**src/rtl/uart_pkg.sv**
```systemverilog
// uart_pkg
// Shared definitions for the UART transmit-side blocks.
//   txf_state_t   : launch FSM states of uart_tx_feeder
//   TXF_FRAMES_W  : width of the launched-frame statistics counter
//   TXF_LOST_W    : width of the data_lost statistics counter
package uart_pkg;

    localparam int TXF_FRAMES_W = 16;
    localparam int TXF_LOST_W   = 8;

    typedef enum logic [1:0] {
        IDLE,
        LAUNCH,
        WAIT_BUSY,
        WAIT_DONE
    } txf_state_t;

endpackage

```
**src/rtl/uart_sync_fifo.sv**
```systemverilog
// uart_sync_fifo
// Single-clock circular FIFO with a registered occupancy count and
// registered FULL/EMPTY flags.
// Ports:
//   clk, rst_n : clock (rising edge), asynchronous active-low reset
//   wr_en      : write request; accepted only when not full
//   wr_data    : byte to store
//   rd_en      : pop request; honoured only when not empty
//   rd_data    : current head entry (valid while not empty)
//   full/empty : registered occupancy flags
//   count      : registered occupancy, 0..DEPTH
//   overflow   : one-cycle pulse after a write arrived while full
module uart_sync_fifo
    import uart_pkg::*;
#(
    parameter int DATA_WIDTH = 8,
    parameter int DEPTH      = 8,
    localparam int PTR_W     = $clog2(DEPTH),
    localparam int CNT_W     = $clog2(DEPTH + 1)
) (
    input  logic                  clk,
    input  logic                  rst_n,
    input  logic                  wr_en,
    input  logic [DATA_WIDTH-1:0] wr_data,
    input  logic                  rd_en,
    output logic [DATA_WIDTH-1:0] rd_data,
    output logic                  full,
    output logic                  empty,
    output logic [CNT_W-1:0]      count,
    output logic                  overflow
);

    logic [DATA_WIDTH-1:0] mem [DEPTH];
    logic [PTR_W-1:0]      wr_ptr;
    logic [PTR_W-1:0]      rd_ptr;
    logic [CNT_W-1:0]      count_next;
    logic                  push;
    logic                  pop;

    // Both decisions use the flags as they stand before the edge, so a
    // write arriving while full is dropped even if a pop frees a slot.
    assign push    = wr_en && !full;
    assign pop     = rd_en && !empty;
    assign rd_data = mem[rd_ptr];

    // Next occupancy: a simultaneous push and pop cancel out.
    always_comb begin
        count_next = count;
        if (push && !pop) begin
            count_next = count + CNT_W'(1);
        end else if (!push && pop) begin
            count_next = count - CNT_W'(1);
        end
    end

    // Storage needs no reset; stale entries are unreachable once the
    // pointers are cleared.
    always_ff @(posedge clk) begin
        if (push) begin
            mem[wr_ptr] <= wr_data;
        end
    end

    // Pointers wrap naturally because DEPTH is a power of two. Flags are
    // derived from the next count so they line up with the count register.
    always_ff @(posedge clk or negedge rst_n) begin
        if (!rst_n) begin
            wr_ptr   <= '0;
            rd_ptr   <= '0;
            count    <= '0;
            full     <= 1'b0;
            empty    <= 1'b1;
            overflow <= 1'b0;
        end else begin
            if (push) begin
                wr_ptr <= wr_ptr + PTR_W'(1);
            end
            if (pop) begin
                rd_ptr <= rd_ptr + PTR_W'(1);
            end
            count    <= count_next;
            full     <= (count_next == CNT_W'(DEPTH));
            empty    <= (count_next == '0);
            overflow <= wr_en && full;
        end
    end

endmodule

```
**src/rtl/uart_tx_feeder.sv**
```systemverilog
// uart_tx_feeder
// Staging buffer in front of the UART transmitter. Host bytes are queued
// in a FIFO and handed to the transmitter one at a time, only while
// busy_flag is low, so the transmitter never sees a byte it would lose.
// Ports:
//   tx_clk, rst      : clock (rising edge), asynchronous active-low reset
//   WR_DATA, WR_EN   : host write side
//   FULL, EMPTY      : FIFO occupancy flags
//   COUNT            : FIFO occupancy
//   OVERFLOW         : one-cycle pulse when a host write was dropped
//   P_DATA_OUT       : byte to transmitter, non-zero only while launching
//   DATA_VALID_OUT   : one-cycle launch strobe to transmitter
//   busy_flag        : transmitter busy
//   data_lost        : transmitter lost-byte indication
//   FRAMES_SENT      : launched byte count (UART_TXF_STATS_EN only)
//   LOST_COUNT       : data_lost cycle count (UART_TXF_STATS_EN only)
// Build option: define UART_TXF_STATS_EN to add the saturating statistics
// counters; without it data_lost is ignored.
module uart_tx_feeder
    import uart_pkg::*;
#(
    parameter int DATA_WIDTH = 8,
    parameter int DEPTH      = 8,
    parameter int BUSY_WAIT  = 2
) (
    input  logic                         tx_clk,
    input  logic                         rst,
    input  logic [DATA_WIDTH-1:0]        WR_DATA,
    input  logic                         WR_EN,
    output logic                         FULL,
    output logic                         EMPTY,
    output logic [$clog2(DEPTH+1)-1:0]   COUNT,
    output logic                         OVERFLOW,
    output logic [DATA_WIDTH-1:0]        P_DATA_OUT,
    output logic                         DATA_VALID_OUT,
    input  logic                         busy_flag,
    input  logic                         data_lost
`ifdef UART_TXF_STATS_EN
    ,
    output logic [TXF_FRAMES_W-1:0]      FRAMES_SENT,
    output logic [TXF_LOST_W-1:0]        LOST_COUNT
`endif
);

    localparam int WAIT_W = $clog2(BUSY_WAIT + 1);

    txf_state_t            state_q;
    txf_state_t            state_d;
    logic                  launch;
    logic [WAIT_W-1:0]     wait_cnt;
    logic [DATA_WIDTH-1:0] fifo_head;
    logic [DATA_WIDTH-1:0] p_data_q;

    uart_sync_fifo #(
        .DATA_WIDTH(DATA_WIDTH),
        .DEPTH     (DEPTH)
    ) u_fifo (
        .clk     (tx_clk),
        .rst_n   (rst),
        .wr_en   (WR_EN),
        .wr_data (WR_DATA),
        .rd_en   (launch),
        .rd_data (fifo_head),
        .full    (FULL),
        .empty   (EMPTY),
        .count   (COUNT),
        .overflow(OVERFLOW)
    );

    // Launch FSM state register.
    always_ff @(posedge tx_clk or negedge rst) begin
        if (!rst) begin
            state_q <= IDLE;
        end else begin
            state_q <= state_d;
        end
    end

    // Next-state logic. A launch pops the FIFO on the IDLE->LAUNCH edge;
    // WAIT_BUSY gives the transmitter BUSY_WAIT cycles to raise busy_flag
    // and otherwise treats the byte as sent.
    always_comb begin
        state_d = state_q;
        launch  = 1'b0;
        case (state_q)
            IDLE: begin
                if (!EMPTY && !busy_flag) begin
                    state_d = LAUNCH;
                    launch  = 1'b1;
                end
            end
            LAUNCH: begin
                state_d = WAIT_BUSY;
            end
            WAIT_BUSY: begin
                if (busy_flag) begin
                    state_d = WAIT_DONE;
                end else if (wait_cnt == WAIT_W'(BUSY_WAIT - 1)) begin
                    state_d = IDLE;
                end
            end
            WAIT_DONE: begin
                if (!busy_flag) begin
                    state_d = IDLE;
                end
            end
            default: begin
                state_d = IDLE;
            end
        endcase
    end

    // Cycles spent in WAIT_BUSY; cleared in every other state so each
    // launch starts a fresh timeout.
    always_ff @(posedge tx_clk or negedge rst) begin
        if (!rst) begin
            wait_cnt <= '0;
        end else if (state_q != WAIT_BUSY) begin
            wait_cnt <= '0;
        end else begin
            wait_cnt <= wait_cnt + WAIT_W'(1);
        end
    end

    // The head byte is captured only on the launch edge and cleared on
    // every other edge, so it is non-zero only during LAUNCH.
    always_ff @(posedge tx_clk or negedge rst) begin
        if (!rst) begin
            p_data_q <= '0;
        end else begin
            p_data_q <= launch ? fifo_head : '0;
        end
    end

    assign P_DATA_OUT     = p_data_q;
    assign DATA_VALID_OUT = (state_q == LAUNCH);

`ifdef UART_TXF_STATS_EN
    logic [TXF_FRAMES_W-1:0] frames_q;
    logic [TXF_LOST_W-1:0]   lost_q;

    // Saturating statistics counters.
    always_ff @(posedge tx_clk or negedge rst) begin
        if (!rst) begin
            frames_q <= '0;
            lost_q   <= '0;
        end else begin
            if (launch && (frames_q != '1)) begin
                frames_q <= frames_q + TXF_FRAMES_W'(1);
            end
            if (data_lost && (lost_q != '1)) begin
                lost_q <= lost_q + TXF_LOST_W'(1);
            end
        end
    end

    assign FRAMES_SENT = frames_q;
    assign LOST_COUNT  = lost_q;
`else
    logic unused_data_lost;
    assign unused_data_lost = data_lost;
`endif

endmodule

```
**config.mk**
```make
export PLATFORM = sky130hd
export DESIGN_NAME = uart_tx_feeder
export DESIGN_NICKNAME = d
export VERILOG_FILES = /design/src/rtl/uart_pkg.sv /design/src/rtl/uart_sync_fifo.sv /design/src/rtl/uart_tx_feeder.sv
export SDC_FILE = /design/constraint.sdc
export NUM_CORES = 1
export LEC_CHECK = 0
export BUFFER_PORTS_ARGS = -buffer_cell sky130_fd_sc_hd__buf_2
export CAP_MARGIN = 40
export CORE_MARGIN = 2
export CORE_UTILIZATION = 54
export CTS_BUF_LIST = sky130_fd_sc_hd__clkbuf_4 sky130_fd_sc_hd__clkbuf_8
export CTS_CLUSTER_DIAMETER = 200
export DETAILED_ROUTE_END_ITERATION = 10
export PLACE_DENSITY = 0.76
export REMOVE_ABC_BUFFERS = 1
export SLEW_MARGIN = 30
export SYNTH_ARGS = -nofsm -noshare
export SYNTH_HDL_FRONTEND = slang
export SYNTH_HIERARCHICAL = 1
export SYNTH_SLANG_ARGS = --single-unit
export TNS_END_PERCENT = 10
```
**constraint.sdc**
```tcl
create_clock -name tx_clk -period 2 [get_ports tx_clk]
set_input_delay 0.2 -clock tx_clk [delete_from_list [all_inputs] [get_ports tx_clk]]
set_output_delay 0.2 -clock tx_clk [all_outputs]
set_load 0.03 [all_outputs]
```
; Word-level counts from Yosys, hierarchy flattened
; Memory sizes are Yosys's and may differ from the RTL's.
; Index checks and enable logic that the tools add are counted.
[op_classes]
n_reduce_logical = 14
eq_ne = 9
mux = 13
addsub = 5
[ops]
columns = operator, n
row1 = 2-bit 2-to-1 mux, 5
row2 = 4-bit 2-to-1 mux, 2
row3 = 8-bit 2-to-1 mux, 1
row4 = 2-bit case mux with 4 select lines, 1
row5 = 3-bit by 1-bit adder with 3-bit output (second input constant), 2
row6 = 1-bit logical AND, 6
row7 = 2-bit != test (second input constant), 3
row8 = 1-bit zero test, 5
row9 = 4-bit by 1-bit adder with 4-bit output (second input constant), 1
row10 = 2-bit by 1-bit == test with 1-bit output (second input constant), 2
row11 = 2-bit == test (second input constant), 2
row12 = 4-bit == test (second input constant), 1
row13 = 4-bit zero test, 1
row14 = 1-bit 2-to-1 mux, 4
row15 = 4-bit by 1-bit subtractor with 4-bit output (second input constant), 1
row16 = 3-bit != test (second input constant), 1
row17 = 3-bit AND reduction, 1
row18 = 2-bit by 1-bit adder with 2-bit output (second input constant), 1
row19 = 2-bit zero test, 1
[totals]
n_memories = 1
register_bits = 25
word_cells = 51
ram_bits = 64
[mem_list]
columns = name, depth, word_bits, read_ports, rd_clocked_by_memory_dff, wr, line_no
row1 = u_fifo.mem, 8, 8, 1, 0, 1, uart_sync_fifo.sv:33  ; logic [DATA_WIDTH-1:0] mem [DEPTH];

; Logic depth before layout (Yosys ltp)
; Gate-level depths: netlist of run 1.
[depth]
depth_word = 9
ltp_mapped = 6
depth_no_buf = 6

; Cells and area by module
; The synthesis of run 1 kept the hierarchy.
[modules_own_cells]
columns = module, area_each_um2, cells_each, instances
row1 = uart_sync_fifo, 3145.5, 173, 1
row2 = uart_tx_feeder, 436.7, 30, 1

; Worst setup path after synthesis of run 1
; Ideal clock, no wire load.
[synth_path]
kind = register -> register
startpoint = reg u_fifo.full
endpoint = mem u_fifo.mem[0][0] (enable)
stages_incl_launch_ff = 5
setup_ns = 0.383
slack_ns = -0.059
synth_period_minus_slack_ns = 2.059
t_arrival_ns = 1.676
required_ns = 1.617
cell_sequence = dfrtp_1 -> nor2b_1 -> buf_6 -> or2b_1 -> nor3_1
[synth_between]
elab_chain_len = 4
[synth_rtl]
columns = element, line_no
row1 = from (decl), uart_sync_fifo.sv:27  ; output logic full,
row2 = from (signal assigned), uart_sync_fifo.sv:82  ; full <= (count_next == CNT_W'(DEPTH));
row3 = 1-bit zero test, uart_sync_fifo.sv:42  ; assign push = wr_en && !full;
row4 = 1-bit logical AND, uart_sync_fifo.sv:42
row5 = 1-bit 2-to-1 mux, uart_sync_fifo.sv:59  ; if (push) begin
row6 = 1-bit 2-to-1 mux (implied by the code), uart_sync_fifo.sv:60  ; mem[wr_ptr] <= wr_data;
row7 = to (decl), uart_sync_fifo.sv:33
; Every way passes these cells.

; Final worst setup path of run 1
[layout_path]
startpoint = reg state_q[1]
endpoint = reg u_fifo.empty
[layout_between]
elab_chain_len = 7
word_cells_on_any_way = 9
classes_between = mux: 3 / reduce/logical: 6
[layout_rtl]
columns = element, line_no
row1 = from (decl), uart_tx_feeder.sv:47  ; txf_state_t state_q;
row2 = from (signal assigned), uart_tx_feeder.sv:75  ; state_q <= state_d;
row3 = 2-bit zero test *, uart_tx_feeder.sv:85  ; case (state_q)
row4 = 1-bit 2-to-1 mux *, uart_tx_feeder.sv:85
row5 = via launch, uart_tx_feeder.sv:49  ; logic launch;
row6 = 1-bit logical AND *, uart_sync_fifo.sv:43  ; assign pop = rd_en && !empty;
row7 = 1-bit logical AND / 1-bit zero test (equally long branches), "uart_sync_fifo.sv:51, uart_sync_fifo.sv:49"
row8 = 4-bit 2-to-1 mux / 1-bit logical AND (equally long branches), "uart_sync_fifo.sv:51, uart_sync_fifo.sv:49"
row9 = 4-bit 2-to-1 mux *, uart_sync_fifo.sv:49  ; if (push && !pop) begin
row10 = 4-bit zero test *, uart_sync_fifo.sv:83  ; empty <= (count_next == '0);
row11 = to (signal assigned), uart_sync_fifo.sv:83
row12 = to (decl), uart_sync_fifo.sv:28  ; output logic empty,
; Mark *: on every way through the listed nets, which the timed path passes. The rest lies on a longest branch.
; A chain may end at the register's enable or synchronous reset.

==> metrics.cfg, run 1 <==
[status]
run_status = finished clean

[routing]
firstDrtPassIters = 4
final_antenna_net_count = 0
dr_total_vias = 1839
wl_mm = 6.23
routed_via_density = 5.47
drcViolationCount = 0
drt_iter0_drc = 154
wire_per_inst_um = 18.5

[finish]
n_antenna_cell = 0
nNetsFinal = 272
drive_above_1_share = 0.394
seqCellArea_um2 = 2550
n_fill_cell = 435
multi_input_area_um2 = 1020
final_cells = 336
area_growth_pct = 17.4

[die]
ios = 29
dieArea_um2 = 7300
core_um2 = 6390
start_util = 0.561
row_count = 29
die_h_um = 85.4
die_w_um = 85.4

[grt]
grt_pass1_wl_mm = 9.89
grt_pass1_vias = 1917
grt_max_degree = 26
grtUsageTotal = 0.190
antenna_found_initial = 0
grt_overflow_total = 0

[logic_synthesis]
synthAdderAreaFrac = 0.0175
synth.mux.area_fraction = 0.126
ys_warn_count = 6
synth_async_sr_flop_share = 0.281
seq_area_frac_synth = 0.711
syn_inst = 203
synth_ff_type = edfxtp_1
synth_cell_types = 41
synth-edff-count = 64
synth_top_family_by_area = multiplexers
ys_ff_latch = 89
ys_top_cells_by_area = edfxtp_1, dfrtp_1, mux4_2
synth_commonest_cells = edfxtp_1, dfrtp_1, mux4_2
synth_compound_area_frac = 0.0258
yosys.area_share.simple = 0.0915
synth_area_um2 = 3580
synth-xor-area-share = 0.0122
synth.largest_area_cell = edfxtp_1
syn_area_per_cell_um2 = 17.6
netlist.area_leader.share = 0.537
synth_most_common_cell = edfxtp_1

[power]
clkPwrFrac = 0.220
p_seq_frac = 0.430
switchingPower_mw = 1.99
powerDensity_nw_per_um2 = 1470
combPwrFrac = 0.350
p_leak_nw = 1.60
p_sw_frac = 0.321
ir_worst_vdd_v = 0.00131
intPower_mw = 4.20

[clock_network]
clk_path_buf_depth = 2
clk_pin_slew_ns = 0.09
clk_latency_ns = 0.36
root_buffer = clkbuf_8
cts_tree = built
numClockSinks = 89
numCtsBuffers = 9
htree_levels = 3

[timing]
period_needed_ns = 1.91
max_freq_mhz = 523
layout_setup_ws_ns = 0.0895
finalHoldViolCount = 0
slew_headroom = 0.620
fin_crit_sh = 0.955
setup_violations = 0
worst_pin_slew_ns = 0.571
report.final.slew_viol_count = 0
finalClockSkew_ns = 0.00770

[critical_path]
cp_data_arrival_time_ns = 2.17
crit_path_start_kind = register
cp.required_ns = 2.26
crit_path_end_kind = register
critPathKind = register to register
path_max_fanout = 3

[placement]
gp_congestion = 0.825
dp.cells = 314
place_ws_ns = -0.0353
portBuffers = 27
hpwl_mm = 3.99

[run]
max_cap_violations = 0

[worst_hold_path]
hp-class = input pin to register

cells in the final DEF (no fill, tap or decap), drive strengths merged, types with 2 or more instances in the layout:
cell type / count
nand2: 14
mux2: 8
and3: 2
nor3: 5
bufinv: 2
o21ai: 2
edfxtp: 64
nor2b: 2
ha: 5
nor4: 2
xnor2: 5
inv: 4
and2: 10
a21o: 2
clkbuf: 12
nor2: 11
dfrtp: 24
or2b: 2
mux4: 16
buf: 47
or3: 2
nand2b: 4
sequential cells by signal, summed over array words and instances, names as in the netlist:
| signal | count |
|---|---|
| state_q | 2 |
| u_fifo/empty | 1 |
| u_fifo/wr_ptr | 3 |
| u_fifo/count | 4 |
| u_fifo/rd_ptr | 3 |
| u_fifo/full | 1 |
| P_DATA_OUT | 8 |
| wait_cnt | 2 |
| u_fifo/overflow | 1 |
| u_fifo/mem | 64 |
final cells by class:
type / instances / area share
flip-flops and latches: 89 / 0.606
multi-input cells: 103 / 0.242
repair buffers: 48 / 0.0732
clock buffers: 12 / 0.0348
well taps: 77 / 0.0229
clock inverters: 4 / 0.0182
inverters: 3 / 0.00268
kinds of logic (layout without fill, tap and decap cells):
group / after synthesis / after routing
xor+xnor: 5 / 5
fa+ha+maj: 5 / 5
flops: 89 / 89
compound gates: 12 / 12
buf+inv: 11 / 67
simple gates: 57 / 57
mux: 24 / 24
layer usage:
layer / GRT usage / wire [um] / up-vias
met5: 0 / 0 / -
met4: 0.0996 / 135 / 0
met3: 0.0350 / 153 / 7
met2: 0.315 / 3280 / 28
met1: 0.238 / 2660 / 930
li1: - / - / 874
worst max-delay path, stage by stage, from the launching register on:
cell and delay (ns):
dfrtp_1 0.42, nor4_4 0.30, nand2b_1 0.14, buf_4 0.17
nor4b_4 0.30, buf_4 0.16, o21ai_0 0.07, a221oi_1 0.25
final timing paths:
| check | endpoint | slack, ns | depth (start not counted) | start |
|---|---|---|---|---|
| max in group asynchronous | u_fifo/wr_ptr[2]$_DFFE_PN0P_ | 1.26 | 2 | rst |
| worst max register to register | u_fifo/empty$_DFF_PN1_ | 0.09 | 7 | state_q[1]$_DFFE_PN0P_ |
| worst min-delay path | u_fifo/overflow$_DFF_PN0_ | 0.10 | 2 | WR_EN |
| min in group asynchronous | P_DATA_OUT[0]$_DFF_PN0_ | 0.36 | 2 | rst |
| worst min register to register | wait_cnt[0]$_DFF_PN0_ | 0.43 | 1 | wait_cnt[0]$_DFF_PN0_ |
| worst max-delay path | u_fifo/empty$_DFF_PN1_ | 0.09 | 7 | state_q[1]$_DFFE_PN0P_ |
power by group through the flow:
stage | sequential [mW] | combinational, mW | clock (mW)
final | 2.66 | 2.16 | 1.36
after global routing | 2.70 | 2.36 | 1.47
after CTS | 2.66 | 2.11 | 1.40
after detailed placement | 2.70 | 2.07 | 0
after global placement | 2.67 | 2.04 | 0
after floorplan | 2.97 | 1.13 | 0
stage by stage:
stage	TNS (ns)	instance area, um^2	power (mW)	hold slack (ns)	utilization
finish	0	4200	6.19	0.102	0.658
global route	-0.0903	4200	6.53	0.108	0.658
CTS	0	4150	6.17	0.0893	0.649
detailed placement	-0.0353	3890	4.77	0.233	0.610
global placement	0	3890	4.71	0.225	0.610
floorplan	-1.90	3540	4.10	-0.0956	-
repair_timing:
action | 4_1_cts | 5_1_grt
buffers inserted | 2 | 3
endpoints found under the setup margin | 1 | 2
hold buffers | 1 | 0
pin swaps | 0 | 3
hold endpoints to repair | 24 | 0
resized for setup | 1 | 5
No activity file was read; power rests on OpenSTA's default activity.
==> inputs of run 2 (changes only) <==
Settings changed: CAP_MARGIN 40 to 30, SYNTH_HIERARCHICAL 1 to unset.
==> metrics.cfg, run 2 <==
[die]
dieArea_um2 = 7240  ; -0.90%
die_h_um = 85.1  ; -0.45%
row_count = 29  ; unchanged
core_um2 = 6350  ; -0.57%
start_util = 0.559  ; -0.00211
die_w_um = 85.1  ; -0.45%
ios = 29  ; unchanged

[finish]
n_fill_cell = 457  ; +5.1%
drive_above_1_share = 0.332  ; -0.0618
final_common_cell = edfxtp_1
n_antenna_cell = 0  ; unchanged
regMostFlops = u_fifo.mem
utilization = 0.650  ; -0.00865
area_growth_pct = 16.3
largest_reg_flops = 64  ; unchanged
mostFrequentLayoutCells = edfxtp_1, buf_2, dfrtp_1
nNetsFinal = 269  ; -1.1%

[logic_synthesis]
ys_ff_latch = 89  ; unchanged
synth-xor-area-share = 0.0148  ; +0.00258
ys_top_cells_by_area = edfxtp_1, dfrtp_1, mux4_2
synth_area_um2 = 3550  ; -0.94%
synth-edff-count = 64  ; unchanged
syn_inst = 203  ; unchanged
ys_warn_count = 0  ; -6
synth_most_common_cell = edfxtp_1
synthAdderAreaFrac = 0.0176  ; +0.000166
synth.mux.area_fraction = 0.124  ; -0.00162
syn_area_per_cell_um2 = 17.5  ; -0.94%
seq_area_frac_synth = 0.718  ; +0.00677
synth_async_sr_flop_share = 0.281  ; unchanged
synth.largest_area_cell = edfxtp_1
yosys.area_share.simple = 0.0850  ; -0.00653
synth_compound_area_frac = 0.0264  ; +0.000599
synth_cell_types = 35  ; -15%
netlist.area_leader.share = 0.542  ; +0.00511
synth_top_family_by_area = multiplexers
synth_ff_type = edfxtp_1
synth_commonest_cells = edfxtp_1, dfrtp_1, nor2_1

[power]
ir_worst_vdd_v = 0.000827  ; -37%
p_sw_frac = 0.340  ; +0.0195
combPwrFrac = 0.349  ; about the same
power_mw = 6.04  ; -2.3%
intPower_mw = 3.99  ; -5.1%
p_leak_nw = 1.56  ; -2.6%
switchingPower_mw = 2.06  ; +3.6%
clkPwrFrac = 0.204  ; -0.016
powerDensity_nw_per_um2 = 1470  ; -0.45%
p_seq_frac = 0.447  ; +0.017

[timing]
setup_violations = 0  ; unchanged
rsz0062_at_grt = false
fin_crit_sh = 0.961  ; +0.00595
period_needed_ns = 1.92  ; +0.0119 ns
timing.hold.ws_ns = 0.0970  ; -0.00528 ns
slew_headroom = 0.600  ; -0.0200
finalClockSkew_ns = 0.0123  ; +0.00462 ns
finalHoldViolCount = 0  ; unchanged
worst_pin_slew_ns = 0.601  ; +0.0300 ns
report.final.slew_viol_count = 0  ; unchanged
max_freq_mhz = 520  ; -0.62%

[placement]
portBuffers = 27  ; unchanged
gp_congestion = 0.738  ; -11%
hpwl_mm = 3.84  ; -3.8%

[clock_network]
cts_tree = built
root_buffer = clkbuf_8
numClockSinks = 89  ; unchanged
clk_latency_ns = 0.35  ; about the same
clk_path_buf_depth = 2  ; unchanged
numCtsBuffers = 9  ; unchanged
htree_levels = 3  ; unchanged
clk_pin_slew_ns = 0.08  ; about the same

[routing]
final_antenna_net_count = 0  ; unchanged
routed_via_density = 5.68  ; +3.8%
wl_mm = 6.19  ; -0.64%
drcViolationCount = 0  ; unchanged
firstDrtPassIters = 4  ; unchanged
dr_total_vias = 1892  ; +2.9%
drt_iter0_drc = 120  ; -22%
wire_per_inst_um = 18.6  ; +0.25%

[critical_path]
crit_path_end_kind = register
reg2reg_depth = 4  ; -3
r2r_end = u_fifo.full$_DFF_PN0_
cp_data_arrival_time_ns = 2.17  ; about the same
critPathKind = register to register
crit_path_start_kind = register
path_max_fanout = 4  ; +1
r2r_slack_ns = 0.08  ; about the same
cp.required_ns = 2.25  ; about the same
r2r_start = state_q[1]$_DFFE_PN0P_

[worst_hold_path]
min-delay-start = WR_EN
min_to = u_fifo.overflow$_DFF_PN0_
hold_path_depth = 2  ; unchanged
hp-class = input pin to register

[run]
max_cap_violations = 0  ; unchanged

[grt]
grt_pass1_vias = 1768  ; -7.8%
grt_max_degree = 26  ; unchanged
grtUsageTotal = 0.180  ; -0.00948
antenna_found_initial = 0  ; unchanged
grt_pass1_wl_mm = 9.45  ; -4.5%
grt_overflow_total = 0  ; unchanged

[status]
run_status = finished clean

## run 2: cell count changes in the layout (fill, tap and decap cells not counted), sizes merged, moves of 3 or more
cell	change
clkbuf	-3
mux2	-8
mux2i	+8
and2	-8
nor2	+7
clkinv	+3
## run 2: area by class of cell
class | instances | area, um^2 | share of cell area
Sequential cell | 89 | 2550 | 0.618
Multi-Input combinational cell | 102 | 961 | 0.233
Timing Repair Buffer | 46 | 305 | 0.0740
Clock buffer | 9 | 124 | 0.0300
Tap cell | 77 | 96.3 | 0.0234
Clock inverter | 7 | 78.8 | 0.0191
Inverter | 3 | 11.3 | 0.00273
## run 2: repair_timing
item,4_1_cts,5_1_grt
endpoints found under the hold margin,24,0
setup endpoints to repair,0,2
hold buffers,1,0
setup buffers,0,1
resized for setup,0,1
## run 2: worst max-delay path: stages (launching register included)
cell and delay (ns):
dfrtp_1 0.40, or4_4 0.59, and3_4 0.20, or3_4 0.36, a2111oi_4 0.29
## run 2: how the worst max path moves through the flow
stage	slack (ns)	startpoint	end
floorplan	-0.13	state_q[1]$_DFFE_PN0P_	u_fifo.full$_DFF_PN0_
global placement	0.06	state_q[1]$_DFFE_PN0P_	u_fifo.full$_DFF_PN0_
detailed placement	0.03	state_q[1]$_DFFE_PN0P_	u_fifo.full$_DFF_PN0_
CTS	0.009	state_q[1]$_DFFE_PN0P_	u_fifo.empty$_DFF_PN1_
global route	0.03	state_q[1]$_DFFE_PN0P_	u_fifo.full$_DFF_PN0_
finish	0.08	state_q[1]$_DFFE_PN0P_	u_fifo.full$_DFF_PN0_
## run 2: cells by family (layout without fill, tap and decap cells)
family | after synthesis | in the layout
multiplexers | 24 | 24
XOR/XNOR | 6 | 6
buffers and inverters | 12 | 65
flip-flops | 89 | 89
adder cells (fa/ha/maj) | 5 | 5
AND/OR/NAND/NOR | 57 | 57
AO/OA/AOI/OAI | 10 | 10
## run 2: routing by layer
metal	up-vias	GRT usage	share of wire
met5	-	0	0
met2	52	0.275	0.49
met3	13	0.0350	0.048
met1	957	0.260	0.44
met4	0	0.0722	0.020
li1	870	-	-
## run 2: stage by stage
step	instances	setup TNS, ns	cell area, um^2	worst slack (ns)
2_1_floorplan	194	-1.18	3510	-0.130
3_3_place_gp	315	0	3900	0.0610
3_5_place_dp	315	0	3900	0.0318
4_1_cts	332	0	4110	0.00908
5_1_grt	333	0	4130	0.0303
6_report	333	0	4130	0.0776
## run 2: power groups by stage
stage / logic (mW) / registers, mW / clock network (mW)
after floorplan: 1.11 / 3.00 / 0
after global placement: 2.07 / 2.72 / 0
after detailed placement: 2.12 / 2.74 / 0
after CTS: 2.13 / 2.70 / 1.26
after global routing: 2.30 / 2.75 / 1.33
final: 2.11 / 2.70 / 1.23
==> inputs of run 3 (changes only) <==
Settings changed: PLACE_DENSITY 0.76 to 0.79.
==> metrics.cfg, run 3 (synthesis gave the netlist of run 2 again) <==
[status]
run_status = finished clean

[clock_network]
htree_levels = 3  ; unchanged
clk_pin_slew_ns = 0.09  ; about the same
clk_latency_ns = 0.35  ; about the same
cts-resized-gates = 0  ; unchanged
clk_path_buf_depth = 2  ; unchanged
numCtsBuffers = 9  ; unchanged
cts_tree = built
root_buffer = clkbuf_8
cts_setup_buffers = 0  ; unchanged
cts_hold_buf = 1  ; unchanged
numClockSinks = 89  ; unchanged

[grt]
grt_pass1_vias = 1840  ; +4.1%
grt_busiest_layer = met2
grt_use_met2 = 0.294  ; +0.0192
grtUsageTotal = 0.182  ; +0.00167
grtUsageMet3 = 0.0428  ; +0.00778
met1_usage = 0.248  ; -0.0122
grt_overflow_total = 0  ; unchanged
grt_pass1_wl_mm = 9.64  ; +2.0%
grt_max_degree = 26  ; unchanged
antenna_found_initial = 0  ; unchanged

[finish]
final_area_um2 = 4110  ; -0.27%
n_fill_cell = 417  ; -8.8%
mostFrequentLayoutCells = edfxtp_1, buf_2, dfrtp_1
n_antenna_cell = 0  ; unchanged
drive_above_1_share = 0.325  ; -0.00654
nNetsFinal = 269  ; unchanged
largest_reg_flops = 64  ; unchanged
final_cells = 332  ; -0.30%
area_growth_pct = 15.9
utilization = 0.648  ; -0.00177
final_common_cell = edfxtp_1
regMostFlops = u_fifo.mem

[timing]
max_freq_mhz = 519  ; -0.27%
timing.hold.ws_ns = 0.0805  ; -0.0165 ns
setup_violations = 0  ; unchanged
worst_pin_slew_ns = 0.599  ; -0.00174 ns
report.final.slew_viol_count = 0  ; unchanged
rsz0062_at_grt = false
finalClockSkew_ns = 0.0104  ; -0.00190 ns
finalHoldViolCount = 0  ; unchanged
finalSetupTns_ns = 0  ; unchanged
fin_crit_sh = 0.964  ; +0.00261
slew_headroom = 0.601  ; +0.00116
period_needed_ns = 1.93  ; +0.00521 ns
layout_setup_ws_ns = 0.0724  ; -0.00521 ns

[routing]
drt_iter0_drc = 132  ; +10%
firstDrtPassIters = 4  ; unchanged
final_antenna_net_count = 0  ; unchanged
drcViolationCount = 0  ; unchanged
dr_total_vias = 1856  ; -1.9%
routed_via_density = 5.59  ; -1.6%
wire_per_inst_um = 18.3  ; -1.8%
wl_mm = 6.06  ; -2.1%

[critical_path]
crit_path_end_kind = register
cp.required_ns = 2.25  ; about the same
crit_path_start_kind = register
path_delay_family = simple AND/OR/NAND/NOR gates
critPathKind = register to register
path_buf_inv = 0  ; unchanged
critPathMaxStageDelay_ns = 0.61  ; +0.02 ns
worstPathCellList = or4_1 > and3_4 > or3_4 > a221oi_2
crit_slowest_cell = or4_1
path_max_fanout = 4  ; unchanged
cp_data_arrival_time_ns = 2.18  ; about the same

[placement]
hpwl_mm = 3.90  ; +1.6%
portBuffers = 27  ; unchanged
place_area_um2 = 3900  ; about the same
gp_congestion = 0.748  ; +1.3%
place_ws_ns = 0.0796  ; +0.0478 ns
dp.cells = 316  ; +0.32%

[power]
p_leak_nw = 1.56  ; -0.18%
powerDensity_nw_per_um2 = 1460  ; -0.21%
ir_worst_vdd_v = 0.000895  ; +8.2%
power_mw = 6.02  ; -0.48%

[die]
dieArea_um2 = 7240  ; unchanged
die_h_um = 85.1  ; unchanged
die_w_um = 85.1  ; unchanged
core_um2 = 6350  ; unchanged
ios = 29  ; unchanged
row_count = 29  ; unchanged
start_util = 0.559  ; unchanged

[run]
max_cap_violations = 0  ; unchanged

[worst_hold_path]
hp-class = input pin to register

run 3: cell count changes in the layout (fill, tap and decap cells not counted), sizes merged:
cell and delta:
clkinv -2, clkbuf +1
run 3: path summary, 6_finish.rpt:
kind                       slack (ns)  cells after the start                            to                    from
max                              0.07                      4        u_fifo.empty$_DFF_PN1_  state_q[1]$_DFFE_PN0P_
max reg2reg                      0.07                      4        u_fifo.empty$_DFF_PN1_  state_q[1]$_DFFE_PN0P_
min                              0.08                      2     u_fifo.overflow$_DFF_PN0_                   WR_EN
min in group asynchronous        0.39                      2  u_fifo.wr_ptr[0]$_DFFE_PN0P_                     rst
max in group asynchronous        1.21                      2       P_DATA_OUT[6]$_DFF_PN0_                     rst
min reg2reg                      0.44                      1         wait_cnt[0]$_DFF_PN0_   wait_cnt[0]$_DFF_PN0_
run 3: worst register-to-register path, cell delays in order, from the launching register on:
cell and delay [ns]:
dfrtp_1 0.38, or4_1 0.61, and3_4 0.22, or3_4 0.35, a221oi_2 0.28
run 3: area by class of cell:
| class | count | area, um^2 | share of cell area |
|---|---|---|---|
| Tap cell | 77 | 96.3 | 0.0234 |
| Sequential cell | 89 | 2550 | 0.620 |
| Inverter | 3 | 11.3 | 0.00274 |
| Clock buffer | 10 | 138 | 0.0335 |
| Clock inverter | 5 | 63.8 | 0.0155 |
| Multi-Input combinational cell | 102 | 951 | 0.231 |
| Timing Repair Buffer | 46 | 305 | 0.0742 |
run 3: power breakdown:
| part | internal (mW) | total (mW) | switching [mW] |
|---|---|---|---|
| clock network | 0.616 | 1.24 | 0.619 |
| logic | 0.986 | 2.09 | 1.10 |
| registers | 2.40 | 2.69 | 0.294 |
| total | 4.00 | 6.02 | 2.01 |
run 3: metal layers:
layer  part of all wire  vias to the layer above
li1                   -                      865
met1               0.43                      937
met2               0.51                       47
met3              0.044                        7
met4              0.012                        0
met5                  0                        -
